==> src/rtl/m_pipe_csel_adder.sv <==
// Pipelined carry-select adder/subtractor. The carry chain is split across STAGES
// register stages with a valid/ready handshake and full backpressure.
module m_pipe_csel_adder #(
   parameter int WIDTH  = 64,
   parameter int BLK    = 8,
   parameter int STAGES = 2
) (
   input  logic             i_clk_1,
   input  logic             i_rst_1,
   input  logic             i_valid_1,
   output logic             o_ready_1,
   input  logic [WIDTH-1:0] i_adderOperand1,
   input  logic [WIDTH-1:0] i_adderOperand2,
   input  logic             i_cIn_1,
   input  logic             i_sub_1,
   output logic             o_valid_1,
   input  logic             i_ready_1,
   output logic [WIDTH-1:0] o_adderSum,
   output logic             o_cOut_1,
   output logic             o_ovf_1,
   output logic             o_zero_1
);

   localparam int SW   = WIDTH / STAGES;
   localparam int NBLK = SW / BLK;
   localparam int LAST = STAGES - 1;

   if (STAGES < 1 || BLK < 1 || (WIDTH % (BLK * STAGES)) != 0) begin : g_bad_cfg
      $error("m_pipe_csel_adder: WIDTH must be a multiple of BLK*STAGES");
   end

   // One stage's slice: every block forms both carry-in sums, the incoming carry picks one.
   function automatic logic [SW:0] csel_slice(input logic [SW-1:0] a,
                                              input logic [SW-1:0] b,
                                              input logic          cin);
      logic [SW-1:0] s;
      logic          c;
      logic [BLK:0]  r0;
      logic [BLK:0]  r1;
      // NOTE: blocking assignments here, the carry must ripple block to block within one evaluation.
      c = cin;
      s = '0;
      for (int j = 0; j < NBLK; j++) begin
         r0 = {1'b0, a[j*BLK +: BLK]} + {1'b0, b[j*BLK +: BLK]};
         r1 = {1'b0, a[j*BLK +: BLK]} + {1'b0, b[j*BLK +: BLK]} + {{BLK{1'b0}}, 1'b1};
         {c, s[j*BLK +: BLK]} = c ? r1 : r0;
      end
      return {c, s};
   endfunction

   logic [STAGES-1:0] v_q;
   logic [STAGES-1:0] adv;
   logic [WIDTH-1:0]  a_q   [STAGES];
   logic [WIDTH-1:0]  b_q   [STAGES];
   logic [WIDTH-1:0]  sum_q [STAGES];
   logic              c_q   [STAGES];
   logic              ovf_q;
   logic              zero_q;

   logic [STAGES-1:0] src_v;
   logic [WIDTH-1:0]  src_a [STAGES];
   logic [WIDTH-1:0]  src_b [STAGES];
   logic [WIDTH-1:0]  src_s [STAGES];
   logic              src_c [STAGES];
   logic [WIDTH-1:0]  nxt_s [STAGES];
   logic              nxt_c [STAGES];
   logic              ovf_nxt;
   logic              zero_nxt;

   // A stage moves when it is empty or its successor moves; the last one follows i_ready_1.
   always_comb begin : ready_chain
      logic go;
      go = i_ready_1;
      for (int k = STAGES - 1; k >= 0; k--) begin
         go     = !v_q[k] || go;
         adv[k] = go;
      end
   end

   assign o_ready_1 = adv[0] && !i_rst_1;

   always_comb begin : datapath
      logic [SW:0] res;
      // NOTE: every comb output gets a value on every pass so no latch is inferred.
      src_v[0] = i_valid_1;
      src_a[0] = i_adderOperand1;
      src_b[0] = i_sub_1 ? ~i_adderOperand2 : i_adderOperand2;
      src_s[0] = '0;
      src_c[0] = i_sub_1 | i_cIn_1;
      for (int k = 1; k < STAGES; k++) begin
         src_v[k] = v_q[k-1];
         src_a[k] = a_q[k-1];
         src_b[k] = b_q[k-1];
         src_s[k] = sum_q[k-1];
         src_c[k] = c_q[k-1];
      end
      for (int k = 0; k < STAGES; k++) begin
         res                    = csel_slice(src_a[k][k*SW +: SW], src_b[k][k*SW +: SW], src_c[k]);
         nxt_s[k]               = src_s[k];
         nxt_s[k][k*SW +: SW]   = res[SW-1:0];
         nxt_c[k]               = res[SW];
      end
      ovf_nxt  = (src_a[LAST][WIDTH-1] == src_b[LAST][WIDTH-1]) &&
                 (nxt_s[LAST][WIDTH-1] != src_a[LAST][WIDTH-1]);
      zero_nxt = (nxt_s[LAST] == '0);
   end

   always_ff @(posedge i_clk_1) begin
      if (i_rst_1) begin
         // NOTE: data registers are reset too, so the outputs read zero right after reset.
         v_q    <= '0;
         ovf_q  <= 1'b0;
         zero_q <= 1'b0;
         for (int k = 0; k < STAGES; k++) begin
            a_q[k]   <= '0;
            b_q[k]   <= '0;
            sum_q[k] <= '0;
            c_q[k]   <= 1'b0;
         end
      end else begin
         for (int k = 0; k < STAGES; k++) begin
            if (adv[k]) begin
               v_q[k] <= src_v[k];
               if (src_v[k]) begin
                  a_q[k]   <= src_a[k];
                  b_q[k]   <= src_b[k];
                  sum_q[k] <= nxt_s[k];
                  c_q[k]   <= nxt_c[k];
               end
            end
         end
         if (adv[LAST] && src_v[LAST]) begin
            ovf_q  <= ovf_nxt;
            zero_q <= zero_nxt;
         end
      end
   end

   assign o_valid_1  = v_q[LAST];
   assign o_adderSum = sum_q[LAST];
   assign o_cOut_1   = c_q[LAST];
   assign o_ovf_1    = ovf_q;
   assign o_zero_1   = zero_q;

endmodule

==> config.mk <==
export PLATFORM = sky130hd
export DESIGN_NAME = m_pipe_csel_adder
export DESIGN_NICKNAME = d
export VERILOG_FILES = /design/src/rtl/m_pipe_csel_adder.sv
export SDC_FILE = /design/constraint.sdc
export NUM_CORES = 1
export LEC_CHECK = 0
export CAP_MARGIN = 20
export CORE_MARGIN = 2
export CORE_UTILIZATION = 50
export DETAILED_ROUTE_END_ITERATION = 7
export HOLD_SLACK_MARGIN = 0.1
export PLACE_DENSITY = 0.77
export SLEW_MARGIN = 20
export SYNTH_ARGS = -nofsm -noshare
export SYNTH_HDL_FRONTEND = slang
export SYNTH_SLANG_ARGS = --single-unit
==> constraint.sdc <==
create_clock -name i_clk_1 -period 12.55 [get_ports i_clk_1]
set_clock_uncertainty 0.05 [all_clocks]
set_input_delay 2.51 -clock i_clk_1 [delete_from_list [all_inputs] [get_ports i_clk_1]]
set_output_delay 2.51 -clock i_clk_1 [all_outputs]
set_load 0.02 [all_outputs]
* Word level (Yosys, flattened, before mapping) *
Memories as Yosys holds them, arrays and structs flattened.
Index checks and enable logic that the tools add are counted.

operators by class
  reductions and logical operators = 9
  equal/unequal tests = 2
  bitwise gates (word level) = 10
  $add $sub $neg = 16
  multiplexer cells = 27

operator list
  cell                                                           count
  64-bit 2-to-1 mux                                              7
  8-bit by 8-bit adder with 9-bit output                         8
  9-bit by 1-bit adder with 9-bit output, second input constant  8
  9-bit 2-to-1 mux                                               8
  64-bit zero test                                               1
  64-bit inverter                                                1
  1-bit 2-to-1 mux                                               12
  1-bit OR                                                       9
  1-bit logical AND                                              3
  1-bit zero test                                                3
  1-bit logical OR                                               2
  1-bit == test                                                  1
  1-bit inequality test                                          1

storage, ports and cells
  bits in writable memories = 386
  memories = 4
  register bits after elaboration = 4

memories
  memory  depth  width  read ports  clocked after Yosys merged registers in  write ports  RTL line  source
  a_q     2      64     1           0                                        2            53        logic [WIDTH-1:0] a_q [STAGES];
  b_q     2      64     1           0                                        2            54        logic [WIDTH-1:0] b_q [STAGES];
  sum_q   2      64     2           0                                        2            55        logic [WIDTH-1:0] sum_q [STAGES];
  c_q     2      1      2           0                                        2            56        logic c_q [STAGES];

* Longest topological paths before layout *
  word-level depth = 9
  depth in mapped cells = 18
  mapped depth without buffers = 15

* Least setup slack after synthesis *
OpenSTA, ideal clock, no wires.

  path kind = input to register
  start point = in i_sub_1
  end point = mem c_q[0][0], data pin
  slack = 6.011 ns
  required time = 12.239 ns
  cell stages on the path = 18
  library setup time = 0.261 ns
  arrival = 6.228 ns
  cell sequence = clkbuf_1 clkbuf_1 xor2_1 ha_1 inv_1 fa_1 nor2b_1 o21ai_0 a21boi_0 o21ai_0 nand2_1 xor2_1 nand3_1 mux2i_1 mux2_2 buf_2 mux2_2 mux2i_1

RTL lines
  element      RTL line  source
  from (decl)  15        input logic i_sub_1,
  to (decl)    56

* Final worst setup path *
  start point = in i_rst_1
  end point = out o_ready_1

between the ends
  cells in the longest elaborated chain, start to end = 2

RTL lines
  element            RTL line  source
  from (decl)        9         input logic i_rst_1,
  1-bit zero test    80        assign o_ready_1 = adv[0] && !i_rst_1;
  1-bit logical AND  80
  to (decl)          11        output logic o_ready_1,

Every way passes these cells.

==> flow_summary.yaml <==
outcome:
  status: "finished, final reports clean"
finish:
  regArea_sq_um: 4940
  num-nets-final: 1477
  stdcell_count: 1557
  area_growth_pct: 26.0
  multi_input_comb_area_sq_um: 5950
  fillCellCount: 1737
  drive_gt1_frac: 0.0486
  design_area_sq_um: 14100
  utilization: 0.642
global_routing:
  globalRouteOverflowTotal: 0
  grtUsageMet3: 0.0476
  gr-usage-all-layers: 0.203
  use_met2: 0.357
  grt_pass1_wl_um: 38700
  antenna_found_initial: 2
  grt-busiest-layer: "met2"
  grt_max_degree: 88
  met1_usage: 0.247
  grt_pass1_vias: 8195
job:
  maxCapViolCount: 0
drt:
  ant_nets: 0
  drt_iter0_drc: 455
  routedWlPerCell_um: 15.5
  wirelength_um: 24200
  drcViolationCount: 0
  drtPass1Iterations: 5
  vias: 8393
  viasPerCell: 5.39
setup_path:
  cp-end-kind: "primary output"
  path_cells: "clkdlybuf4s50_1, a21oi_1, clkdlybuf4s50_1"
  required_ns: 9.99
  cp_slowest_stage_delay_ns: 0.68
  cp_slowest_cell: "clkdlybuf4s50_1"
  critical_path_arrival_ns: 4.12
  cp-start-kind: "primary input"
  cp-startpoint: "i_rst_1"
  worst-path-buf-inv: 2
  r2r-start: "b_q[0][32]"
  crit_top_cell: "clkdlybuf4s50_1"
  critPathTopFamily: "buffers and inverters"
  critPathMaxFanout: 7
  criticalPathCategory: "in2out"
worst_hold_path:
  min_from: "o_ovf_1"
  hold_path.class: "reg2reg"
timing:
  tightest_slew_ns: 1.12
  finalHoldViolations: 0
  slew_headroom: 0.257
  grt_setup_unrepaired: "false"
  setup_viol: 0
  fin_crit_sh: 0.532
  tns_ns: 0
  fmax_ghz: 0.150
  whs_ns: 0.455
  maxSlewViolCount: 0
  min_period_ns: 6.68
clock_network:
  htree_levels: 4
  numCtsBuffers: 17
  post-cts-setup-buffers: 0
  path_clk_slew_ns: 0.07
  cts_buffer_depth: 2
  clkLatencyLatePin_ns: 0.43
  cts_resized: 0
  numClockSinks: 166
  cts_root_buffer: "clkbuf_16"
  postCtsHoldBufs: 0
  cts_tree: "yes"
place:
  portBuffers: 202
  dp_cells: 1524
  place_congestion: 0.864
  place_hpwl_um: 17900
  place_area_sq_um: 13500
power_and_ir_drop:
  p_leak_nw: 5.52
  clkPwrFrac: 0.299
  switching_power_mw: 0.562
  p_comb_frac: 0.305
  vdd_drop_max_uv: 97.7
  powerDensity_nw_per_um2: 126
  p_sw_frac: 0.318
  internal_power_mw: 1.21
  power_frac_seq: 0.397
synth:
  synthArstFlopShare: 0
  ys_top_cells_by_area: "edfxtp_1 (44%), ha_1 (8.1%), xnor2_1 (6.4%), xor2_1 (5.2%), nor2_1 (4.4%)"
  synth_warnings: 0
  syn_avg_cell_area_sq_um: 10.4
  synth_top_cell_by_area: "edfxtp_1"
  synth_edf_count: 162
  synthesis.area_sq_um: 11200
  synth_flop_cell: "edfxtp_1"
  synth_top_area_frac: 0.436
  synth-seq-cells: 166
  synth_cells: 1069
  syn_nets: 1283
  synth.distinct_cells: 73
  ys_seq_area_frac: 0.443
  synth_common_cells: "edfxtp_1 (162), nor2_1 (132), xnor2_1 (81)"
  synthMostInstantiatedCell: "edfxtp_1"
die:
  rows: 54
  die_w_um: 153
  boundaryPins: 203
  die-area_sq_um: 23500
  core_sq_um: 21900
  die_h_um: 153
  initial_utilization: 0.510
-- per-layer routing --
| metal | share of wire | wire length [um] |
|---|---|---|
| met2 | 0.49 | 11900 |
| met4 | 0.017 | 404 |
| met5 | 0.00045 | 11 |
| met3 | 0.066 | 1590 |
| met1 | 0.42 | 10300 |
-- worst min-delay path, cell delays in order, from the launching register on --
cell,delay [ns]
dfxtp_1,0.35
nand2_1,0.08
o41ai_2,0.05
-- worst paths after layout --
| check | slack (ns) | end | cells past startpoint |
|---|---|---|---|
| max | 5.87 | o_ready_1 | 3 |
| max reg2reg | 7.66 | o_zero_1 | 14 |
| min | 0.45 | o_ovf_1 | 2 |
| min reg2reg | 0.45 | o_ovf_1 | 2 |
-- metrics by stage --
stage	setup WS [ns]	power [mW]
after floorplan	6.01	1.08
after global placement	5.70	1.23
after detailed placement	5.51	1.25
after CTS	5.86	1.78
after global routing	5.53	1.86
final	5.87	1.77
-- kinds of logic (layout without fill, tap and decap cells) --
logic type | after synthesis | count (layout) | share of synthesized area
simple gates | 402 | 402 | 0.187
flops | 166 | 166 | 0.443
compound gates | 162 | 162 | 0.0982
xor+xnor | 149 | 149 | 0.118
fa+ha+maj | 80 | 80 | 0.0951
buf+inv | 76 | 283 | 0.0258
mux | 34 | 34 | 0.0327
other cells | 0 | 1 | 0
-- layout make-up --
class | instances | area share
multi-input combinational | 827 | 0.423
sequential | 166 | 0.352
timing repair buffer | 206 | 0.146
clock buffer | 17 | 0.0302
tap | 280 | 0.0249
clock inverter | 15 | 0.0125
inverter | 45 | 0.0120
antenna | 1 | 0.000178
-- registers in the layout, summed over array words and instances, names as in the netlist --
signal	count
sum_q	96
a_q	32
b_q	32
c_q	2
v_q	2
o_ovf_1	1
o_zero_1	1
-- placed cells by master (no fill, tap or decap), types with 25 or more instances in the layout --
| cell | instances |
|---|---|
| inv_1 | 44 |
| a21oi_1 | 38 |
| nor2_1 | 132 |
| and2_1 | 72 |
| nor3_1 | 25 |
| xor2_1 | 66 |
| mux2i_1 | 26 |
| xnor2_1 | 81 |
| clkdlybuf4s50_1 | 201 |
| o21ai_0 | 27 |
| nand2_1 | 55 |
| ha_1 | 72 |
| edfxtp_1 | 162 |
-- power groups by stage --
stage | logic, mW | registers [mW] | clock network (mW)
after floorplan | 0.344 | 0.735 | 0
after global placement | 0.521 | 0.713 | 0
after detailed placement | 0.535 | 0.714 | 0
after CTS | 0.540 | 0.702 | 0.538
after global routing | 0.595 | 0.708 | 0.561
final | 0.539 | 0.701 | 0.529
(Power assumes the default switching activity.)
